==> src/rtl/pipeline_stall_ctrl_if.sv <==
// Hazard-control bundle between the hazard unit and the stall controller.
// Zero-latency control signals; no backpressure, every cycle is consumed.
interface pipeline_stall_ctrl_if #(
  parameter int CNT_W = 32
);
  logic             nop_req;
  logic             branch_taken;
  logic             pc_write;
  logic             if_id_write;
  logic             if_id_flush;
  logic             id_ex_bubble;
  logic [1:0]       state;
  logic [CNT_W-1:0] stall_count;
  logic [CNT_W-1:0] flush_count;
  logic             stall_error;

  modport master (
    output nop_req, branch_taken,
    input  pc_write, if_id_write, if_id_flush, id_ex_bubble,
    input  state, stall_count, flush_count, stall_error
  );

  modport slave (
    input  nop_req, branch_taken,
    output pc_write, if_id_write, if_id_flush, id_ex_bubble,
    output state, stall_count, flush_count, stall_error
  );
endinterface

==> src/rtl/pipeline_stall_ctrl.sv <==
// Pipeline stall/flush controller with stall watchdog and saturating perf counters.
// Outputs are combinational from registered state + current inputs; no backpressure.
module pipeline_stall_ctrl #(
  parameter int CNT_W     = 32,
  parameter int MAX_STALL = 3
) (
  input logic                clock,
  input logic                reset,
  pipeline_stall_ctrl_if.slave bus
);

  typedef enum logic [1:0] {
    RUN   = 2'b00,
    STALL = 2'b01,
    FLUSH = 2'b10,
    ERROR = 2'b11
  } state_t;

  localparam int RUN_W = (MAX_STALL < 1) ? 1 : $clog2(MAX_STALL + 1);
  localparam logic [RUN_W-1:0] RUN_MAX = RUN_W'(MAX_STALL);

  state_t           state_q, state_d;
  logic [RUN_W-1:0] stall_run_q, stall_run_d;
  logic [CNT_W-1:0] stall_count_q, stall_count_d;
  logic [CNT_W-1:0] flush_count_q, flush_count_d;

  logic pc_write, if_id_write, if_id_flush, id_ex_bubble, stall_error;

  always_ff @(posedge clock) begin
    if (reset) begin
      state_q       <= RUN;
      stall_run_q   <= '0;
      stall_count_q <= '0;
      flush_count_q <= '0;
    end else begin
      state_q       <= state_d;
      stall_run_q   <= stall_run_d;
      stall_count_q <= stall_count_d;
      flush_count_q <= flush_count_d;
    end
  end

  // In FLUSH the decode slot holds the squashed bubble, so its branch decision is void.
  always_comb begin
    state_d = state_q;
    if (state_q != ERROR) begin
      if (bus.nop_req)
        state_d = (stall_run_q == RUN_MAX) ? ERROR : STALL;
      else if (bus.branch_taken && state_q != FLUSH)
        state_d = FLUSH;
      else
        state_d = RUN;
    end
  end

  always_comb begin
    pc_write     = 1'b1;
    if_id_write  = 1'b1;
    if_id_flush  = 1'b0;
    id_ex_bubble = 1'b0;
    stall_error  = (state_q == ERROR);
    if (!reset) begin
      if (state_q == ERROR) begin
        pc_write     = 1'b0;
        if_id_write  = 1'b0;
        id_ex_bubble = 1'b1;
      end else if (bus.nop_req) begin
        pc_write     = 1'b0;
        if_id_write  = 1'b0;
        id_ex_bubble = 1'b1;
      end else if (bus.branch_taken && state_q != FLUSH) begin
        if_id_flush  = 1'b1;
      end
    end
  end

  // stall_run never needs to exceed RUN_MAX: reaching it with another stall trips ERROR.
  always_comb begin
    stall_run_d   = stall_run_q;
    stall_count_d = stall_count_q;
    flush_count_d = flush_count_q;
    if (state_q != ERROR) begin
      if (bus.nop_req) begin
        stall_run_d = (stall_run_q == RUN_MAX) ? stall_run_q : stall_run_q + 1'b1;
        if (stall_count_q != '1)
          stall_count_d = stall_count_q + 1'b1;
      end else begin
        stall_run_d = '0;
      end
    end
    if (if_id_flush && flush_count_q != '1)
      flush_count_d = flush_count_q + 1'b1;
  end

  assign bus.pc_write     = pc_write;
  assign bus.if_id_write  = if_id_write;
  assign bus.if_id_flush  = if_id_flush;
  assign bus.id_ex_bubble = id_ex_bubble;
  assign bus.stall_error  = stall_error;
  assign bus.state        = state_q;
  assign bus.stall_count  = stall_count_q;
  assign bus.flush_count  = flush_count_q;

endmodule

==> src/flat_wrapper.sv <==
// flat-port wrapper written by rule: the top's interface ports become plain ports
module pipeline_stall_ctrl_flat 
#(
  parameter int CNT_W     = 32,
  parameter int MAX_STALL = 3
)
  (clock, reset, bus_nop_req, bus_branch_taken, bus_pc_write, bus_if_id_write, bus_if_id_flush, bus_id_ex_bubble, bus_state, bus_stall_count, bus_flush_count, bus_stall_error);
  pipeline_stall_ctrl_if #(.CNT_W(CNT_W)) bus_i ();
  input logic clock;
  input logic reset;
  input wire logic [$bits(bus_i.nop_req)-1:0] bus_nop_req;
  input wire logic [$bits(bus_i.branch_taken)-1:0] bus_branch_taken;
  output wire logic [$bits(bus_i.pc_write)-1:0] bus_pc_write;
  output wire logic [$bits(bus_i.if_id_write)-1:0] bus_if_id_write;
  output wire logic [$bits(bus_i.if_id_flush)-1:0] bus_if_id_flush;
  output wire logic [$bits(bus_i.id_ex_bubble)-1:0] bus_id_ex_bubble;
  output wire logic [$bits(bus_i.state)-1:0] bus_state;
  output wire logic [$bits(bus_i.stall_count)-1:0] bus_stall_count;
  output wire logic [$bits(bus_i.flush_count)-1:0] bus_flush_count;
  output wire logic [$bits(bus_i.stall_error)-1:0] bus_stall_error;
  assign bus_i.nop_req = bus_nop_req;
  assign bus_i.branch_taken = bus_branch_taken;
  assign bus_pc_write = bus_i.pc_write;
  assign bus_if_id_write = bus_i.if_id_write;
  assign bus_if_id_flush = bus_i.if_id_flush;
  assign bus_id_ex_bubble = bus_i.id_ex_bubble;
  assign bus_state = bus_i.state;
  assign bus_stall_count = bus_i.stall_count;
  assign bus_flush_count = bus_i.flush_count;
  assign bus_stall_error = bus_i.stall_error;
  pipeline_stall_ctrl #(.CNT_W(CNT_W), .MAX_STALL(MAX_STALL)) u_core (.clock(clock), .reset(reset), .bus(bus_i));
endmodule
==> config.mk <==
export PLATFORM = sky130hd
export DESIGN_NAME = pipeline_stall_ctrl_flat
export DESIGN_NICKNAME = d
export VERILOG_FILES = /design/src/rtl/pipeline_stall_ctrl_if.sv /design/src/rtl/pipeline_stall_ctrl.sv /design/src/flat_wrapper.sv
export SDC_FILE = /design/constraint.sdc
export NUM_CORES = 1
export LEC_CHECK = 0
export CORE_ASPECT_RATIO = 0.7
export CORE_MARGIN = 3
export CORE_UTILIZATION = 50
export DETAILED_ROUTE_END_ITERATION = 16
export GPL_TIMING_DRIVEN = 0
export HOLD_SLACK_MARGIN = 0.03
export PLACE_DENSITY = 0.79
export SYNTH_ARGS = -nofsm -noshare
export SYNTH_HDL_FRONTEND = slang
export SYNTH_SLANG_ARGS = --single-unit
==> constraint.sdc <==
create_clock -name clock -period 5.8 [get_ports clock]
set_clock_uncertainty 0.2 [all_clocks]
set_input_delay 0.87 -clock clock [delete_from_list [all_inputs] [get_ports clock]]
set_output_delay 0.87 -clock clock [all_outputs]
set_load 0.01 [all_outputs]
# [Yosys cells after proc, flatten, opt, wreduce, memory -nomap -nowiden]
# Cells that the tools add are included.
[word_totals] reg_bits=68 latch_bits=0 ramBits=0 romBits=0 in_bits=4 out_inout_bits=71 wordCells=33 mem_count=0
[classes] n_addsub=3 n_mul=0 div=0 magnitude_cmp=0 n_eq_ne=7 n_shift=0 muxes=15 bitwise_logic=0 n_reduce_logical=4
[ops] cell="adder 32 x 1 -> 32 bit, second input constant" count=2
[ops] cell="inequality test 32 bit, second input constant" count=2
[ops] cell="two-way mux 1 bit" count=10
[ops] cell="two-way mux 2 bit" count=5
[ops] cell="inequality test 2 bit, second input constant" count=3
[ops] cell="== test 2 bit, second input constant" count=2
[ops] cell="AND reduction 3 bit" count=1
[ops] cell="adder 2 x 1 -> 2 bit, second input constant" count=1
[ops] cell="logical AND 1 bit" count=2
[ops] cell="AND reduction 2 bit" count=1

# [Longest topological paths before layout]
[depth] depth_word=7 depth_mapped=9 mapped_depth_nobuf=6

# [Worst setup path after synthesis]
# No wires, ideal clock.
[synth_timing] kind="in2reg" startpoint="input reset" endpoint="register u_core.flush_count_q[28] (netlist: u_core.bus.flush_count[28])" setup_time_ns=0.121 arrival_ns=2.731 required_ns=5.479 slack_ns=2.748 cell_stages=7 path_buffers=2 cell_sequence="buf_6 or4b_4 buf_6 nor4_4 nand2_2 nor4b_1 mux2_2"
[synth_via] elab_chain_cells=2
[synth_rtl] element="start: declaration" line_no="flat_wrapper.sv:10" rtl="input logic reset;"
[synth_rtl] element="two-way mux 1 bit" line_no="pipeline_stall_ctrl.sv:62" rtl="if (!reset) begin"
[synth_rtl] element="logical AND 1 bit" line_no="pipeline_stall_ctrl.sv:91" rtl="if (if_id_flush && flush_count_q != '1)"
[synth_rtl] element="end signal: assignment" line_no="pipeline_stall_ctrl.sv:39" rtl="flush_count_q <= flush_count_d;"
[synth_rtl] element="end: declaration" line_no="pipeline_stall_ctrl.sv:25" rtl="logic [CNT_W-1:0] flush_count_q, flush_count_d;"
# Parallel ways exist; a longest one is shown, timed or not.
# A chain may end at the register's enable or synchronous reset.

# [Final worst setup path]
[layout_timing] startpoint="input bus_nop_req" endpoint="output bus_if_id_flush"
[layout_via] elab_chain_cells=3
[layout_rtl] element="start: declaration" line_no="flat_wrapper.sv:11" rtl="input wire logic [$bits(bus_i.nop_req)-1:0] bus_nop_req;"
[layout_rtl] element="two-way mux 1 bit" line_no="pipeline_stall_ctrl.sv:67" rtl="end else if (bus.nop_req) begin"
[layout_rtl] element="two-way mux 1 bit" line_no="pipeline_stall_ctrl.sv:63" rtl="if (state_q == ERROR) begin"
[layout_rtl] element="two-way mux 1 bit" line_no="pipeline_stall_ctrl.sv:62"
[layout_rtl] element="end: declaration" line_no="flat_wrapper.sv:15" rtl="output wire logic [$bits(bus_i.if_id_flush)-1:0] bus_if_id_flush;"
# Every way passes these cells.

==> reports/metrics.cfg <==
[sta]
finalCritPeriodShare = 0.672
setup_viol = 0
worst_pin_slew_ps = 731
max_freq_mhz = 256
rsz0062_at_grt = no
final_max_slew_viol_count = 0
maxSlewHeadroom = 0.509
min_period_ps = 3900
tns_ps = 0
finalHoldViolCount = 0

[cells_and_area]
n_antenna_cell = 0
fin_util = 0.706
finalNonFillerCells = 608
nets = 519
layout-drive-gt1-share = 0.0851
syn_to_final_growth_pct = 31.3

[die]
ios = 75
start_util = 0.538
fp.dieH_um = 76.0
die_w_um = 106
dieArea_mm2 = 0.00806
core_area_mm2 = 0.00652
placementRows = 24

[detailed_routing]
ant_nets = 0
drt_iter0_drc = 334
first_pass_iters = 5
via_per_inst = 6.14
vias = 3735
routed_wl_mm = 10.1
avgRoutedWirePerCell_um = 16.6
drcViolationCount = 0

[power]
p_switching_uw = 213
power_density_mw_per_mm2 = 219
leakagePower_uw = 0.00143
pwr-share-seq = 0.470
p_int_uw = 795
netSwitchingFraction = 0.211
p_clk_frac = 0.490
pwr-share-comb = 0.040
ir_worst_vdd_mv = 0.188

[setup_path]
cp-start-kind = input pin
arrival_ps = 2830
crit_fanout = 8
worstPathRequired_ps = 4730
critPathCaptureType = output port
worstSetupPathType = input pin to output port

[global_routing]
track_usage = 0.251
overflow = 0
grt_first_pass_wirelength_mm = 16.6
antenna_found_initial = 0
grt_pass1_vias = 3362
grt_start_max_net_pins = 12

[synth]
avgSynthCellArea_um2 = 8.19
postSynthCellCount = 428
synth-main-ff-cell = dfxtp_1
synth.most_common_cell = dfxtp_1
synth_area_leaders = dfxtp_1, a21oi_1, or3_1
synthesis.nets = 435
synth-edff-count = 0
synthTopCellsByCount = dfxtp_1, a21oi_1, nor2_1, o21ai_0, or3_1
seq_area_frac_synth = 0.389
yosysTopAreaCellShare = 0.389
synthArstFlopShare = 0
synth_seq_cells = 68
synth_cell_types = 48
synth_area_leader_cell = dfxtp_1
ys_warn_count = 0
syn_area_mm2 = 0.00350

[cts]
cts-root-buf = clkbuf_8
numCtsBuffers = 9
clk_latency_ps = 360
cts_htree_levels = 3
ctsHoldBuffers = 0
postCtsSetupBuffers = 0
clk_path_buf_depth = 2
cts_tree = yes
clock_sinks = 68
clkSlewWorstSetupHoldPaths_ps = 70
post_cts_resized = 0

[run_status]
outcome = finished clean

[placement]
port_buffers = 73
dp.final_hpwl_mm = 6.95
dp.cells = 592
gp_congestion = 0.865

[job]
max_cap_viol_count = 0

[hold_path]
hold_path.class = flip-flop to flip-flop

==> worst paths after layout <==
check | from | endpoint | slack (ps) | cells after the start
max | bus_nop_req | bus_if_id_flush | 1900 | 5
min reg2reg | u_core.bus.flush_count[31] | u_core.bus.flush_count[31] | 300 | 2
max reg2reg | u_core.bus.stall_count[2] | u_core.bus.stall_count[11] | 2790 | 8
min | u_core.bus.flush_count[31] | u_core.bus.flush_count[31] | 300 | 2
==> area by class of cell <==
type / instances / area (µm²)
Buffer: 22 / 111
Clock buffer: 12 / 155
Clock inverter: 4 / 95.1
Fill cell: 522 / 1920
Inverter: 13 / 48.8
Multi-Input combinational cell: 325 / 1980
Sequential cell: 68 / 1360
Tap cell: 91 / 114
Timing Repair Buffer: 73 / 731
==> cells in the final DEF, fill, tap and decap left out, types with 2 or more instances in the layout <==
cell	synthesis	layout
mux2i_1	2	2
o21a_1	5	5
o21ai_0	28	28
or4_1	14	14
nor4_1	10	10
buf_2	5	5
dfxtp_1	68	68
mux2_2	11	11
or2_2	4	4
or3_1	28	28
nor4b_1	3	3
buf_6	2	2
nand3_1	25	25
nor3_1	14	14
a21oi_1	39	39
nand2b_1	2	2
o31a_1	2	2
inv_1	12	12
and2_1	4	4
o41ai_1	2	2
nand4_1	19	19
nor2b_1	9	9
nor2_1	30	30
clkbuf_1	13	14
ha_1	3	3
xor2_1	4	4
o311ai_0	3	3
bufinv_16	0	3
and3_1	4	4
nand2_1	26	26
clkbuf_8	0	11
xnor2_1	3	3
buf_4	2	2
clkdlybuf4s50_1	0	73
o31ai_1	16	16
==> stage by stage <==
step           worst slack, ps  instance area [µm²]  hold slack (ps)  total power [µW]
6_report                  1900                 4600              302              1010
5_1_grt                   1860                 4600              334              1030
4_1_cts                   1920                 4600              305              1010
3_5_place_dp              1920                 4350              288               524
3_3_place_gp              1900                 4350              273               523
2_1_floorplan             2750                 3500              258               506
==> critical path, cell delays in order <==
cell and delay, ps:
clkdlybuf4s50_1 520, or4b_4 560, buf_6 150, clkinv_1 160, clkdlybuf4s50_1 570
==> power by group through the flow <==
stage,registers (µW),clock network (µW),logic [µW]
5_1_grt,474,516,43.9
6_report,474,494,40.0
3_3_place_gp,484,0,38.5
2_1_floorplan,485,0,21.2
3_5_place_dp,485,0,39.4
4_1_cts,474,495,40.1
==> sequential cells by signal (all words and copies together) (netlist names) <==
name / cells
u_core.bus.flush_count: 32
u_core.bus.stall_count: 32
u_core.stall_run_q: 2
u_core.bus.state: 2
==> per-layer routing <==
metal | vias to the layer above | share of wire | wire length [µm] | global-route usage
met5 | - | 0 | 0 | 0
met4 | 0 | 0.013 | 129 | 0.0621
met3 | 16 | 0.093 | 940 | 0.0771
met2 | 188 | 0.43 | 4320 | 0.378
met1 | 1758 | 0.47 | 4710 | 0.350
li1 | 1773 | - | - | -
==> cells by family after synthesis <==
family / Yosys count / synth area share
mux: 13 / 0.0411
simple gates: 200 / 0.321
compound gates: 102 / 0.176
buf+inv: 35 / 0.0457
flops: 68 / 0.389
xor+xnor: 7 / 0.0175
fa+ha+maj: 3 / 0.0107
Power figures use the tool's default switching activity.
==> edit: new RTL, same settings <==
`CNT_W` is set to 32 in 3 places; all go to 40.
--- a/src/rtl/pipeline_stall_ctrl_if.sv
+++ b/src/rtl/pipeline_stall_ctrl_if.sv
@@ -1,7 +1,7 @@
 // Hazard-control bundle between the hazard unit and the stall controller.
 // Zero-latency control signals; no backpressure, every cycle is consumed.
 interface pipeline_stall_ctrl_if #(
-  parameter int CNT_W = 32
+  parameter int CNT_W = 40
 );
   logic             nop_req;
   logic             branch_taken;
--- a/src/rtl/pipeline_stall_ctrl.sv
+++ b/src/rtl/pipeline_stall_ctrl.sv
@@ -1,7 +1,7 @@
 // Pipeline stall/flush controller with stall watchdog and saturating perf counters.
 // Outputs are combinational from registered state + current inputs; no backpressure.
 module pipeline_stall_ctrl #(
-  parameter int CNT_W     = 32,
+  parameter int CNT_W     = 40,
   parameter int MAX_STALL = 3
 ) (
   input logic                clock,
--- a/src/flat_wrapper.sv
+++ b/src/flat_wrapper.sv
@@ -1,7 +1,7 @@
 // flat-port wrapper written by rule: the top's interface ports become plain ports
 module pipeline_stall_ctrl_flat 
 #(
-  parameter int CNT_W     = 32,
+  parameter int CNT_W     = 40,
   parameter int MAX_STALL = 3
 )
   (clock, reset, bus_nop_req, bus_branch_taken, bus_pc_write, bus_if_id_write, bus_if_id_flush, bus_id_ex_bubble, bus_state, bus_stall_count, bus_flush_count, bus_stall_error);
Interface: changed (resized bus_flush_count and bus_stall_count); port bits go from 75 to 91. No check against the original RTL was run, so the function may have changed too.
==> edit against the unedited design <==
Clock power is 23% higher; sequential cell count is 16 higher; total power is 23% higher; fmax is 3.2% higher; critical path type unchanged; synthesized area is 16% higher; cell area is 17% higher; via count is 7.6% higher; setup slack better by 120 ps; routed wire length is 12% higher; combinational power is 9.0% higher; register-to-register slack better by 40 ps.
==> edit: results (changes against the unedited design) <==
** Critical path
- In this run the worst setup path terminates at bus_pc_write.
- The worst register-to-register path begins at u_core.bus.flush_count[5].
- Minimum setup slack among reg-to-reg paths :: 2830 ps (+40 ps)
- Maximum net fanout on the critical path :: 7 (-1)
- Data arrival time of the critical path :: 2710 ps (-120 ps)
- The endpoint identified for the worst register-to-register timing path is u_core.bus.flush_count[2].
- Count of cells along the worst register-to-register path :: 7 (-1)

** Clock tree
- CTS max path bufs :: 2 (unchanged)
- Clock latency of the later-clocked register in the worst-skew pair :: 330 ps (-30 ps)
- CTS root buffer :: clkbuf_16

** Final layout
- Number of nets in the finished design :: 596 (+15%)
- Fraction of final layout cells sized beyond drive strength 1 :: 4.90% (-3.6 points)

** Yosys
- Synth top area cells :: dfxtp_1 41%, xnor2_1 7.6%, nor2_1 7.1%
- Ranked by instance count, the synthesized netlist is headed by 84 x dfxtp_1, 77 x nor2_1, 42 x nand2_1.
- Distinct cell type count after synthesis :: 46 (-4.2%)
- The synthesized net count was 496 (+14%).
- Sequential fraction of the synthesis area :: 41.5% (+2.6 points)

** GRT
- GRT Total Usage :: 24.9% (-0.20 points)
- The first-pass GRT wire length was 18500 microns (+11%).
- Vias in the first global route :: 3775 (+12%)
- The largest net degree at the start of global routing is 14 (+2).

** Route
- Count of routing violations after the opening detailed-route iteration :: 315 (-5.7%)
- Wire per inst :: 16.4 microns (-1.3%)
- The average vias per placed instance is 5.82 (-5.2%).

** STA
- WHS :: 306 ps (+3.90 ps)
- The slew at the pin closest to its max-slew limit came to 891 ps (+160 ps).

** Pwr
- Highest ir drop seen on vdd :: 0.124 mV (-34%)
- Leakage power :: 1.78 nW (+24%)

** Placed design
- The number of port buffers came to 89 (+22%).
- Final estimated routing congestion in global placement :: 0.868 (+0.30%)
- Area after detailed placement :: 5070 sq um (+17%)
- HPWL after detailed placement :: 8300 microns (+19%)

** Outcome
- The run finished with clean final reports.
-- edit: cell count changes after synthesis, moves of 13 or more --
cell and change:
nand4_1 +13, xnor2_1 +32, xor2_1 +26, a21oi_1 -30, nand2_1 +16, dfxtp_1 +16, nor2_1 +47, or3_1 -21
o31ai_1 -15, nor3_1 +18, o21ai_0 -20
-- edit: worst min-delay path by stage --
| stage | startpoint | endpoint | cells past startpoint |
|---|---|---|---|
| after floorplan | u_core.stall_run_q[1] | u_core.stall_run_q[1] | 2 |
| after global placement | u_core.stall_run_q[1] | u_core.stall_run_q[1] | 2 |
| after detailed placement | u_core.bus.stall_count[22] | u_core.bus.stall_count[22] | 2 |
| after CTS | u_core.bus.stall_count[22] | u_core.bus.stall_count[22] | 2 |
| after global routing | u_core.bus.flush_count[1] | u_core.bus.flush_count[1] | 2 |
| final | u_core.bus.stall_count[22] | u_core.bus.stall_count[22] | 2 |
-- edit: cells by family after synthesis --
group | share of synthesized area, %
DFF | 41.5
buffers and inverters | 3.33
and+or+nand+nor | 35.1
AOI/OAI and AO/OA | 4.91
muxes | 0.247
xor gates and xnor gates | 14.0
adders and majority gates | 0.926
-- edit: layer usage --
layer / wire, microns / part of all wire [%] / global-route usage (%) / up-vias
li1: - / - / - / 1926
met1: 5310 / 47 / 34.7 / 1903
met3: 806 / 7.1 / 5.14 / 15
met5: 0 / 0 / 0 / -
met4: 140 / 1.2 / 7.44 / 0
met2: 5060 / 45 / 39.0 / 173
-- edit: final cells by class --
| class | count | area (sq um) |
|---|---|---|
| Buffer | 19 | 88.8 |
| Clock buffer | 10 | 239 |
| Clock inverter | 4 | 75.1 |
| Fill cell | 625 | 2200 |
| Inverter | 12 | 46.3 |
| Multi-Input combinational cell | 374 | 2240 |
| Sequential cell | 84 | 1680 |
| Tap cell | 98 | 123 |
| Timing Repair Buffer | 89 | 891 |
-- edit: stage by stage --
step	std cells	worst slack, ps	power [mW]	utilization (%)
after global placement	676	2040	0.639	66.9
after floorplan	489	2790	0.620	-
after detailed placement	676	2010	0.641	66.9
final	690	2020	1.24	71.0
after CTS	690	2000	1.24	71.0
after global routing	690	1880	1.27	71.0
-- edit: where the power goes --
| group | total [mW] | internal [mW] | switching [mW] |
|---|---|---|---|
| sequential | 0.585 | 0.581 | 0.00445 |
| clock | 0.608 | 0.384 | 0.224 |
| combinational | 0.0436 | 0.0164 | 0.0272 |
| total | 1.24 | 0.981 | 0.255 |
-- edit: critical path: stages --
cell             delay, ps
clkdlybuf4s50_1        540
o21ai_0                550
buf_4                  210
clkdlybuf4s50_1        530
